### config.mk
export PLATFORM = sky130hd
export DESIGN_NAME = mips_cpu_bus_arbiter_flat
export DESIGN_NICKNAME = d
export VERILOG_FILES = /design/src/rtl/mips_cpu_bus_pkg.sv /design/src/rtl/mips_cpu_bus_arbiter_if.sv /design/src/rtl/mips_cpu_bus_watchdog.sv /design/src/rtl/mips_cpu_bus_arbiter.sv /design/src/flat_wrapper.sv
export SDC_FILE = /design/constraint.sdc
export NUM_CORES = 1
export LEC_CHECK = 0
export CAP_MARGIN = 20
export CORE_MARGIN = 4
export CORE_UTILIZATION = 40
export DETAILED_ROUTE_END_ITERATION = 12
export PLACE_DENSITY = 0.79
export SETUP_SLACK_MARGIN = 0.2
export SYNTH_ARGS = -nofsm -noshare
export SYNTH_HDL_FRONTEND = slang
export SYNTH_SLANG_ARGS = --single-unit
### constraint.sdc
create_clock -name clk -period 2.19 [get_ports clk]
set_input_delay 0.438 -clock clk [delete_from_list [all_inputs] [get_ports clk]]
set_output_delay 0.438 -clock clk [all_outputs]
set_load 0.01 [all_outputs]
### src/rtl/mips_cpu_bus_pkg.sv
// mips_cpu_bus_pkg
//   Shared types for the CPU bus arbiter: arbiter state encoding, requester
//   port identifiers, the full-word byte-enable constant and a word-align helper.
package mips_cpu_bus_pkg;

  typedef enum logic [1:0] {
    IDLE  = 2'd0,
    FETCH = 2'd1,
    DATA  = 2'd2
  } arb_state_t;

  typedef enum logic {
    PORT_FETCH = 1'b0,
    PORT_DATA  = 1'b1
  } port_id_t;

  localparam logic [3:0] BE_ALL = 4'b1111;

  // Avalon word addressing: the bus never sees the byte offset.
  function automatic logic [31:0] word_align(input logic [31:0] addr);
    return {addr[31:2], 2'b00};
  endfunction

endpackage

### src/rtl/mips_cpu_bus_arbiter_if.sv
// mips_cpu_bus_arbiter_if
//   Avalon-MM master bus between the arbiter and external memory.
//   master modport: arbiter side (drives address/read/write/writedata/byteenable,
//                   receives readdata/waitrequest)
//   slave modport : memory side (the reverse)
interface mips_cpu_bus_arbiter_if;
  logic [31:0] avm_address;
  logic        avm_read;
  logic        avm_write;
  logic [31:0] avm_writedata;
  logic [3:0]  avm_byteenable;
  logic [31:0] avm_readdata;
  logic        avm_waitrequest;

  modport master (
    output avm_address, avm_read, avm_write, avm_writedata, avm_byteenable,
    input  avm_readdata, avm_waitrequest
  );

  modport slave (
    input  avm_address, avm_read, avm_write, avm_writedata, avm_byteenable,
    output avm_readdata, avm_waitrequest
  );
endinterface

### src/rtl/mips_cpu_bus_watchdog.sv
// mips_cpu_bus_watchdog
//   Waitrequest timeout for the bus arbiter (only built with MIPS_ARB_TIMEOUT_EN).
//   Down-counter reloaded whenever run is low; expire is asserted in the
//   TIMEOUT_CYCLES-th consecutive cycle that run is high.
//   Ports: clk, reset (async active-low), run (bus stalled), expire (abort now).
module mips_cpu_bus_watchdog #(
  parameter int TIMEOUT_CYCLES = 255
) (
  input  logic clk,
  input  logic reset,
  input  logic run,
  output logic expire
);

  localparam int CW = (TIMEOUT_CYCLES > 1) ? $clog2(TIMEOUT_CYCLES) : 1;
  localparam logic [CW-1:0] LOAD = CW'(TIMEOUT_CYCLES - 1);

  logic [CW-1:0] cnt;

  always_ff @(posedge clk or negedge reset) begin
    if (!reset) begin
      cnt <= LOAD;
    end else if (!run) begin
      cnt <= LOAD;
    end else if (cnt != '0) begin
      cnt <= cnt - 1'b1;
    end
  end

  assign expire = run && (cnt == '0);

endmodule

### src/rtl/mips_cpu_bus_arbiter.sv
// mips_cpu_bus_arbiter
//   Shares the CPU's single Avalon-MM master between instruction fetch and
//   load/store. One transaction at a time, data has strict priority, bus
//   controls are registered and held stable across waitrequest, read data is
//   registered into the requester's rdata port.
//   Ports:
//     clk, reset (async active-low)
//     fetch_req/fetch_addr -> fetch_done/fetch_rdata
//     data_req/data_we/data_addr/data_wdata/data_be -> data_done/data_rdata
//     bus_err : pulses with *_done on an aborted access
//     avm     : Avalon-MM master modport
//   Optional: define MIPS_ARB_TIMEOUT_EN to abort an access after
//   TIMEOUT_CYCLES waitrequest cycles; otherwise the arbiter waits forever
//   and bus_err is tied low.
module mips_cpu_bus_arbiter
  import mips_cpu_bus_pkg::*;
#(
  parameter int TIMEOUT_CYCLES = 255
) (
  input  logic        clk,
  input  logic        reset,
  input  logic        fetch_req,
  input  logic [31:0] fetch_addr,
  output logic        fetch_done,
  output logic [31:0] fetch_rdata,
  input  logic        data_req,
  input  logic        data_we,
  input  logic [31:0] data_addr,
  input  logic [31:0] data_wdata,
  input  logic [3:0]  data_be,
  output logic        data_done,
  output logic [31:0] data_rdata,
  output logic        bus_err,
  mips_cpu_bus_arbiter_if.master avm
);

  // state | meaning
  // IDLE  | bus free, choose next requester
  // FETCH | instruction read on the bus
  // DATA  | load/store on the bus
  localparam logic [1:0] ST_IDLE  = IDLE;
  localparam logic [1:0] ST_FETCH = FETCH;
  localparam logic [1:0] ST_DATA  = DATA;

  logic [1:0] state;
  logic       grant_vld;
  port_id_t   grant_port;
  logic       abort;

  // A port whose done is pulsing this cycle is still being seen by its
  // requester with req high, so it must not be granted again yet.
  always_comb begin
    grant_vld  = 1'b0;
    grant_port = PORT_FETCH;
    if (data_req && !data_done) begin
      grant_vld  = 1'b1;
      grant_port = PORT_DATA;
    end else if (fetch_req && !fetch_done) begin
      grant_vld  = 1'b1;
    end
  end

`ifdef MIPS_ARB_TIMEOUT_EN
  logic wd_run;
  logic wd_expire;

  assign wd_run = (state != ST_IDLE) && avm.avm_waitrequest;

  mips_cpu_bus_watchdog #(
    .TIMEOUT_CYCLES (TIMEOUT_CYCLES)
  ) u_watchdog (
    .clk    (clk),
    .reset  (reset),
    .run    (wd_run),
    .expire (wd_expire)
  );

  assign abort = wd_expire;
`else
  assign abort   = 1'b0;
  assign bus_err = 1'b0;
`endif

  always_ff @(posedge clk or negedge reset) begin
    if (!reset) begin
      state              <= ST_IDLE;
      avm.avm_address    <= '0;
      avm.avm_read       <= 1'b0;
      avm.avm_write      <= 1'b0;
      avm.avm_writedata  <= '0;
      avm.avm_byteenable <= '0;
      fetch_done         <= 1'b0;
      fetch_rdata        <= '0;
      data_done          <= 1'b0;
      data_rdata         <= '0;
`ifdef MIPS_ARB_TIMEOUT_EN
      bus_err            <= 1'b0;
`endif
    end else begin
      fetch_done <= 1'b0;
      data_done  <= 1'b0;
`ifdef MIPS_ARB_TIMEOUT_EN
      bus_err    <= 1'b0;
`endif
      case (state)
        ST_IDLE: begin
          if (grant_vld) begin
            if (grant_port == PORT_DATA) begin
              state              <= ST_DATA;
              avm.avm_address    <= word_align(data_addr);
              avm.avm_writedata  <= data_wdata;
              avm.avm_byteenable <= data_be;
              avm.avm_read       <= !data_we;
              avm.avm_write      <= data_we;
            end else begin
              state              <= ST_FETCH;
              avm.avm_address    <= word_align(fetch_addr);
              avm.avm_byteenable <= BE_ALL;
              avm.avm_read       <= 1'b1;
              avm.avm_write      <= 1'b0;
            end
          end
        end
        ST_FETCH, ST_DATA: begin
          if (!avm.avm_waitrequest || abort) begin
            state         <= ST_IDLE;
            avm.avm_read  <= 1'b0;
            avm.avm_write <= 1'b0;
`ifdef MIPS_ARB_TIMEOUT_EN
            bus_err       <= avm.avm_waitrequest;
`endif
            if (state == ST_FETCH) begin
              fetch_done  <= 1'b1;
              fetch_rdata <= avm.avm_waitrequest ? '0 : avm.avm_readdata;
            end else begin
              data_done <= 1'b1;
              if (avm.avm_waitrequest) begin
                data_rdata <= '0;
              end else if (avm.avm_read) begin
                data_rdata <= avm.avm_readdata;
              end
            end
          end
        end
        default: state <= ST_IDLE;
      endcase
    end
  end

endmodule

### src/flat_wrapper.sv
// flat-port wrapper written by rule: the top's interface ports become plain ports
module mips_cpu_bus_arbiter_flat import mips_cpu_bus_pkg::*;
#(
  parameter int TIMEOUT_CYCLES = 255
)
  (clk, reset, fetch_req, fetch_addr, fetch_done, fetch_rdata, data_req, data_we, data_addr, data_wdata, data_be, data_done, data_rdata, bus_err, avm_avm_address, avm_avm_read, avm_avm_write, avm_avm_writedata, avm_avm_byteenable, avm_avm_readdata, avm_avm_waitrequest);
  mips_cpu_bus_arbiter_if avm_i ();
  input  logic clk;
  input  logic reset;
  input  logic fetch_req;
  input  logic [31:0] fetch_addr;
  output logic fetch_done;
  output logic [31:0] fetch_rdata;
  input  logic data_req;
  input  logic data_we;
  input  logic [31:0] data_addr;
  input  logic [31:0] data_wdata;
  input  logic [3:0] data_be;
  output logic data_done;
  output logic [31:0] data_rdata;
  output logic bus_err;
  output wire logic [$bits(avm_i.avm_address)-1:0] avm_avm_address;
  output wire logic [$bits(avm_i.avm_read)-1:0] avm_avm_read;
  output wire logic [$bits(avm_i.avm_write)-1:0] avm_avm_write;
  output wire logic [$bits(avm_i.avm_writedata)-1:0] avm_avm_writedata;
  output wire logic [$bits(avm_i.avm_byteenable)-1:0] avm_avm_byteenable;
  input wire logic [$bits(avm_i.avm_readdata)-1:0] avm_avm_readdata;
  input wire logic [$bits(avm_i.avm_waitrequest)-1:0] avm_avm_waitrequest;
  assign avm_avm_address = avm_i.avm_address;
  assign avm_avm_read = avm_i.avm_read;
  assign avm_avm_write = avm_i.avm_write;
  assign avm_avm_writedata = avm_i.avm_writedata;
  assign avm_avm_byteenable = avm_i.avm_byteenable;
  assign avm_i.avm_readdata = avm_avm_readdata;
  assign avm_i.avm_waitrequest = avm_avm_waitrequest;
  mips_cpu_bus_arbiter #(.TIMEOUT_CYCLES(TIMEOUT_CYCLES)) u_core (.clk(clk), .reset(reset), .fetch_req(fetch_req), .fetch_addr(fetch_addr), .fetch_done(fetch_done), .fetch_rdata(fetch_rdata), .data_req(data_req), .data_we(data_we), .data_addr(data_addr), .data_wdata(data_wdata), .data_be(data_be), .data_done(data_done), .data_rdata(data_rdata), .bus_err(bus_err), .avm(avm_i));
endmodule
==> impl_metrics.json, run 1 <==
{
  "rows": 43,
  "final_cell_area_mm2": 0.00928,
  "htree_levels": 4,
  "hold_path_class": "reg -> reg",
  "combPwrFrac": 0.466,
  "postLayoutSetupSlackWorst_ns": 0.333,
  "syn_area_mm2": 0.00581,
  "die_y_um": 129,
  "place_area_mm2": 0.00867,
  "holdCritStartpoint": "u_core.data_rdata[31]",
  "place_hpwl_um": 11300,
  "crit_buf_inv": 2,
  "synth_largest_area_cell": "dfrtp_1",
  "end_kind": "flip-flop",
  "drt_iter0_drc": 100,
  "grt_pass1_wl_um": 23900,
  "initial_utilization": 0.414,
  "clk_latency_ns": 0.41,
  "drive_gt1_frac": 0.305,
  "rsz0062_at_grt": "no",
  "post-route-drc-count": 0,
  "syn_area_per_cell_um2": 16.7,
  "p_switching_mw": 4.07,
  "synthArstFlopShare": 1.00,
  "core_area_mm2": 0.0140,
  "power.clock.fraction": 0.207,
  "seqPwrFrac": 0.327,
  "grtUsageTotal": 0.185,
  "maxClockFrequency_mhz": 538,
  "io_pins": 275,
  "outcome": "finished, final reports clean",
  "p_leak_nw": 3.99,
  "power_density_mw_per_mm2": 1470,
  "clk_pin_slew_ns": 0.06,
  "synth_ff_type": "dfrtp_1",
  "cp_top_family": "simple AND/OR/NAND/NOR gates",
  "gp_congestion": 0.838,
  "diodes": 0,
  "area_growth_syn_to_layout_pct": 59.6,
  "slew_violations": 0,
  "synth_cells": 348,
  "setup_tns_ns": 0,
  "fin_crit_sh": 0.848,
  "grt.overflow.total": 0,
  "vias": 3923,
  "crit_path_start_kind": "flip-flop",
  "slowest_delay_ns": 0.36,
  "yosysUniqueCellTypes": 29,
  "io_buffers": 267,
  "final.fill_count": 998,
  "num-nets-final": 766,
  "die_area_mm2": 0.0165,
  "worst-setup-path-type": "reg -> reg",
  "numCtsBuffers": 17,
  "drtPass1Iterations": 4,
  "yosysSeqAreaShare": 0.586,
  "synth_commonest_cells": "136 x dfrtp_1, 96 x mux2_2, 52 x mux2_4",
  "cts_root_buf": "clkbuf_16",
  "path_cells": "inv_1 -> ha_1 -> nor3b_2 -> and2_1 -> buf_12 -> mux2_2",
  "wl_um": 15200,
  "wire_per_inst_um": 18.5,
  "numClockSinks": 136,
  "setup_viol": 0,
  "skew_ns": 0.00638,
  "synthMostInstantiatedCell": "dfrtp_1",
  "cts_tree": "done",
  "synth_edf_count": 0,
  "yosysTopAreaCellShare": 0.586,
  "via_per_inst": 4.79,
  "dp_slack_ns": 0.0900,
  "intPower_mw": 9.59,
  "r2r-start": "u_core.state[0]",
  "required_ns": 2.48,
  "slowest_stage": "mux2_2",
  "switching_share": 0.298,
  "die-width_um": 129,
  "worstSetupStartpoint": "u_core.state[0]",
  "cp_max_fo": 32,
  "postRouteAntennaNets": 0,
  "min_period_ns": 1.86,
  "clk_path_buf_depth": 2,
  "ir_drop_mv": 0.785,
  "maxCapViolCount": 0,
  "ys_ff_latch": 136,
  "arrival_ns": 2.15,
  "ys_top_cells_by_area": "dfrtp_1 59%, mux2_2 19%, mux2_4 13%",
  "grt_max_degree": 46,
  "grt_pass1_vias": 4521,
  "finalHoldViolCount": 0,
  "ys_warn_count": 0,
  "antenna_found_initial": 0
}
[routing by layer]
| metal | wire length [um] | part of all wire | global-route usage |
|---|---|---|---|
| met5 | 0 | 0 | 0 |
| met3 | 1770 | 0.12 | 0.0892 |
| met1 | 5730 | 0.38 | 0.208 |
| met4 | 182 | 0.012 | 0.0605 |
| met2 | 7500 | 0.49 | 0.311 |
[worst reg2reg max path: stages, from the launching register on]
cell and delay [ns]:
dfrtp_1 0.35, inv_1 0.06, ha_1 0.34, nor3b_2 0.20
and2_1 0.19, buf_12 0.23, mux2_2 0.38
[power groups by stage]
stage	clock network, mW	logic, mW	registers [mW]
after floorplan	0	2.50	5.03
after global placement	0	6.31	4.39
after detailed placement	0	6.42	4.50
after CTS	2.91	6.47	4.47
after global routing	3.03	6.76	4.63
final	2.83	6.37	4.46
[registers in the layout (all words and copies together) (netlist names)]
name	count
u_core.avm.avm_writedata	32
u_core.data_rdata	32
u_core.fetch_rdata	32
u_core.avm.avm_address	30
u_core.avm.avm_byteenable	4
u_core.state	2
u_core.avm.avm_read	1
u_core.avm.avm_write	1
u_core.data_done	1
u_core.fetch_done	1
[path summary, 6_finish.rpt]
check	cells past startpoint	endpoint	slack, ns
max in group asynchronous	3	u_core.data_rdata[14]	1.03
setup reg to reg	6	u_core.data_rdata[14]	0.33
hold / removal	1	u_core.data_rdata[31]	0.48
hold reg to reg	1	u_core.data_rdata[31]	0.48
setup / recovery	6	u_core.data_rdata[14]	0.33
min in group asynchronous	2	u_core.data_rdata[26]	0.52
[layout make-up]
class	instances	area, um^2	share of cell area
multi-input cells	188	2190	0.237
clock buffers	20	457	0.0492
well taps	180	225	0.0243
flip-flops and latches	136	3400	0.367
repair buffers	279	2840	0.306
clock inverters	12	140	0.0151
inverters	4	15.0	0.00162
[cells by family (layout without fill, tap and decap cells)]
family	count (synthesis)	after routing	synth area share
buf+inv	26	315	0.0381
simple gates	13	13	0.0161
other cells	1	3	0.000645
fa+ha+maj	2	2	0.00431
compound gates	13	13	0.0174
mux	157	157	0.338
flops	136	136	0.586
[what timing repair did]
action	4_1_cts	5_1_grt
hold buffers	1	0
setup buffers	0	0
endpoints found under the hold margin	41	0
endpoints found under the setup margin	0	0
gates resized for setup	0	0
[per-stage QoR]
step / cells / hold slack, ns / utilization / power, mW
2_1_floorplan: 350 / 0.142 / - / 7.53
3_3_place_gp: 786 / 0.391 / 0.617 / 10.7
3_5_place_dp: 786 / 0.392 / 0.617 / 10.9
4_1_cts: 819 / 0.489 / 0.661 / 13.9
5_1_grt: 819 / 0.505 / 0.661 / 14.4
6_report: 819 / 0.480 / 0.661 / 13.7
[placed cells by master, fill, tap and decap left out, drive strengths merged, types with 3 or more instances in the layout]
master / synthesis / final
inv: 4 / 8
clkdlybuf4s50: 0 / 266
conb: 1 / 3
clkbuf: 1 / 20
clkinv: 0 / 4
buf: 21 / 12
mux2: 157 / 157
o22a: 4 / 4
nand2b: 4 / 4
dfrtp: 136 / 136
(Power assumes the default switching activity.)
==> inputs of run 2 (changes only) <==
--- a/config.mk
+++ b/config.mk
@@ -7,9 +7,9 @@
 export LEC_CHECK = 0
 export CAP_MARGIN = 20
 export CORE_MARGIN = 4
-export CORE_UTILIZATION = 40
+export CORE_UTILIZATION = 37
 export DETAILED_ROUTE_END_ITERATION = 12
-export PLACE_DENSITY = 0.79
+export PLACE_DENSITY = 0.76
 export SETUP_SLACK_MARGIN = 0.2
 export SYNTH_ARGS = -nofsm -noshare
 export SYNTH_HDL_FRONTEND = slang
==> constraint.sdc (replaced) <==
create_clock -name clk -period 1.5 [get_ports clk]
set_input_delay 0.3 -clock clk [delete_from_list [all_inputs] [get_ports clk]]
set_output_delay 0.3 -clock clk [all_outputs]
set_load 0.01 [all_outputs]
==> run 2 against run 1 <==
The flow now finishes with violations (negative setup slack). Utilization is 1.3 points lower. Cell count increased by 12%. Wire length increased by 22%. Clock power is 51% higher. Die area is 7.6% higher. Hold slack lost 0.16 ns. Non-clock buffer count rose by 69. Critical path depth did not move. Worst setup slack worse by 0.62 ns. Critical endpoint is now u_core.data_rdata[23]. Largest power group unchanged.
==> impl_metrics.json, run 2 (same netlist as run 1, synthesis figures left out) <==
{
  "worst-setup-path-type": "reg -> reg",
  "min_period_ns": 1.79,
  "postLayoutSetupSlackWorst_ns": -0.291,
  "power_density_mw_per_mm2": 2190,
  "clk_latency_ns": 0.41,
  "clk_pin_slew_ns": 0.06,
  "crit_buf_inv": 2,
  "drt_iter0_drc": 157,
  "grt.overflow.total": 0,
  "crit_path_start_kind": "flip-flop",
  "violations": "negative setup slack",
  "num-nets-final": 836,
  "io_pins": 275,
  "largest_registers": "u_core.avm.avm_writedata: 32 flops, u_core.data_rdata: 32 flops, u_core.fetch_rdata: 32 flops",
  "p_leak_nw": 4.77,
  "slowest_delay_ns": 0.38,
  "htree_levels": 4,
  "rsz0062_at_grt": "yes",
  "grt_max_degree": 54,
  "setup_viol": 105,
  "diodes": 0,
  "cts_tree": "done",
  "numClockSinks": 136,
  "place_hpwl_um": 12000,
  "initial_utilization": 0.379,
  "cp_top_family": "simple AND/OR/NAND/NOR gates",
  "rows": 45,
  "clk_path_buf_depth": 2,
  "wl_um": 18500,
  "slowest_stage": "dfrtp_1",
  "end_kind": "flip-flop",
  "cp_max_fo": 6,
  "postRouteAntennaNets": 0,
  "use_met3": 0.0778,
  "maxCapViolCount": 0,
  "outcome": "complete, but fails checks",
  "maxClockFrequency_mhz": 558,
  "cts_root_buf": "clkbuf_16",
  "skew_ns": 0.00701,
  "r2r-start": "u_core.state[0]",
  "finalHoldViolCount": 0,
  "gp_congestion": 0.767,
  "vias": 4325,
  "grt_pass1_wl_um": 28300,
  "post-route-drc-count": 0,
  "ff2ff_setup_slack_ns": -0.29,
  "path_cells": "inv_2 -> ha_4 -> nor3b_4 -> and2_4 -> clkbuf_16 -> mux2_4",
  "grt_pass1_vias": 4900,
  "gr-usage-met1": 0.238,
  "antenna_found_initial": 0,
  "r2r_cells": 6,
  "numCtsBuffers": 17,
  "area_growth_syn_to_layout_pct": 70.7,
  "io_buffers": 267,
  "die_y_um": 133,
  "layout_common_cells": "136 x dfrtp_1, 132 x clkdlybuf4s50_1, 131 x buf_2, 111 x mux2_4, 46 x mux2_2",
  "drtPass1Iterations": 4,
  "wire_per_inst_um": 20.2,
  "arrival_ns": 2.08,
  "slew_violations": 0,
  "grtUsageTotal": 0.204,
  "setup_tns_ns": -15.68,
  "via_per_inst": 4.71,
  "die-width_um": 133,
  "drive_gt1_frac": 0.595,
  "ir_drop_mv": 1.28,
  "fin_crit_sh": 1.19,
  "die_area_mm2": 0.0178,
  "final_common_cell": "dfrtp_1",
  "core_area_mm2": 0.0153,
  "whs_ns": 0.322,
  "rr_endpoint": "u_core.data_rdata[23]",
  "grtUsageMet2": 0.351,
  "hold_path_class": "in -> async",
  "dp_slack_ns": -0.389,
  "top_usage_layer": "met2",
  "required_ns": 1.79
}
-- run 2: power breakdown --
group	internal [mW]	switching [mW]
registers	5.54	0.988
clock network	2.69	1.58
logic	6.63	4.31
total	14.9	6.88
-- run 2: per-stage QoR --
stage	power, mW	utilization	area [um^2]	instances
after detailed placement	16.7	0.587	8980	833
after global placement	16.4	0.587	8980	833
final	21.7	0.648	9920	919
after floorplan	11.5	-	6020	350
after global routing	22.9	0.648	9920	919
after CTS	21.0	0.628	9610	904
-- run 2: routing by layer --
layer / vias to the layer above / part of all wire
met1: 2181 / 0.39
met5: - / 0
met4: 0 / 0.023
li1: 1938 / -
met3: 31 / 0.077
met2: 175 / 0.51
-- run 2: layout make-up --
class                      count  area [um^2]
timing repair buffer         348         3110
multi-input combinational    189         2520
fill                        1193         5390
clock buffer                  20          457
sequential                   136         3400
inverter                       4         15.0
clock inverter                11          146
tap                          211          264
-- run 2: worst max-delay path by stage --
stage / start / to / slack (ns) / cells after the start
after floorplan: u_core.state[0] / u_core.data_rdata[10] / -0.14 / 7
after global placement: avm_avm_waitrequest / u_core.data_rdata[3] / -0.35 / 5
after detailed placement: avm_avm_waitrequest / u_core.data_rdata[1] / -0.39 / 5
after CTS: u_core.state[0] / u_core.data_rdata[1] / -0.23 / 5
after global routing: u_core.state[0] / u_core.data_rdata[23] / -0.32 / 6
final: u_core.state[0] / u_core.data_rdata[23] / -0.29 / 6
-- run 2: timing repair --
action | 4_1_cts | 5_1_grt
buffers inserted | 30 | 12
cloned | 9 | 3
gates resized for setup | 588 | 40
endpoints found under the setup margin | 268 | 139
hold buffers | 1 | 0
pin swaps | 8 | 8
hold endpoints to repair | 22 | 0
-- run 2: worst register-to-register path, cell delays in order, from the launching register on --
cell       delay, ns
dfrtp_1         0.38
inv_2           0.07
ha_4            0.27
nor3b_4         0.18
and2_4          0.27
clkbuf_16       0.20
mux2_4          0.30
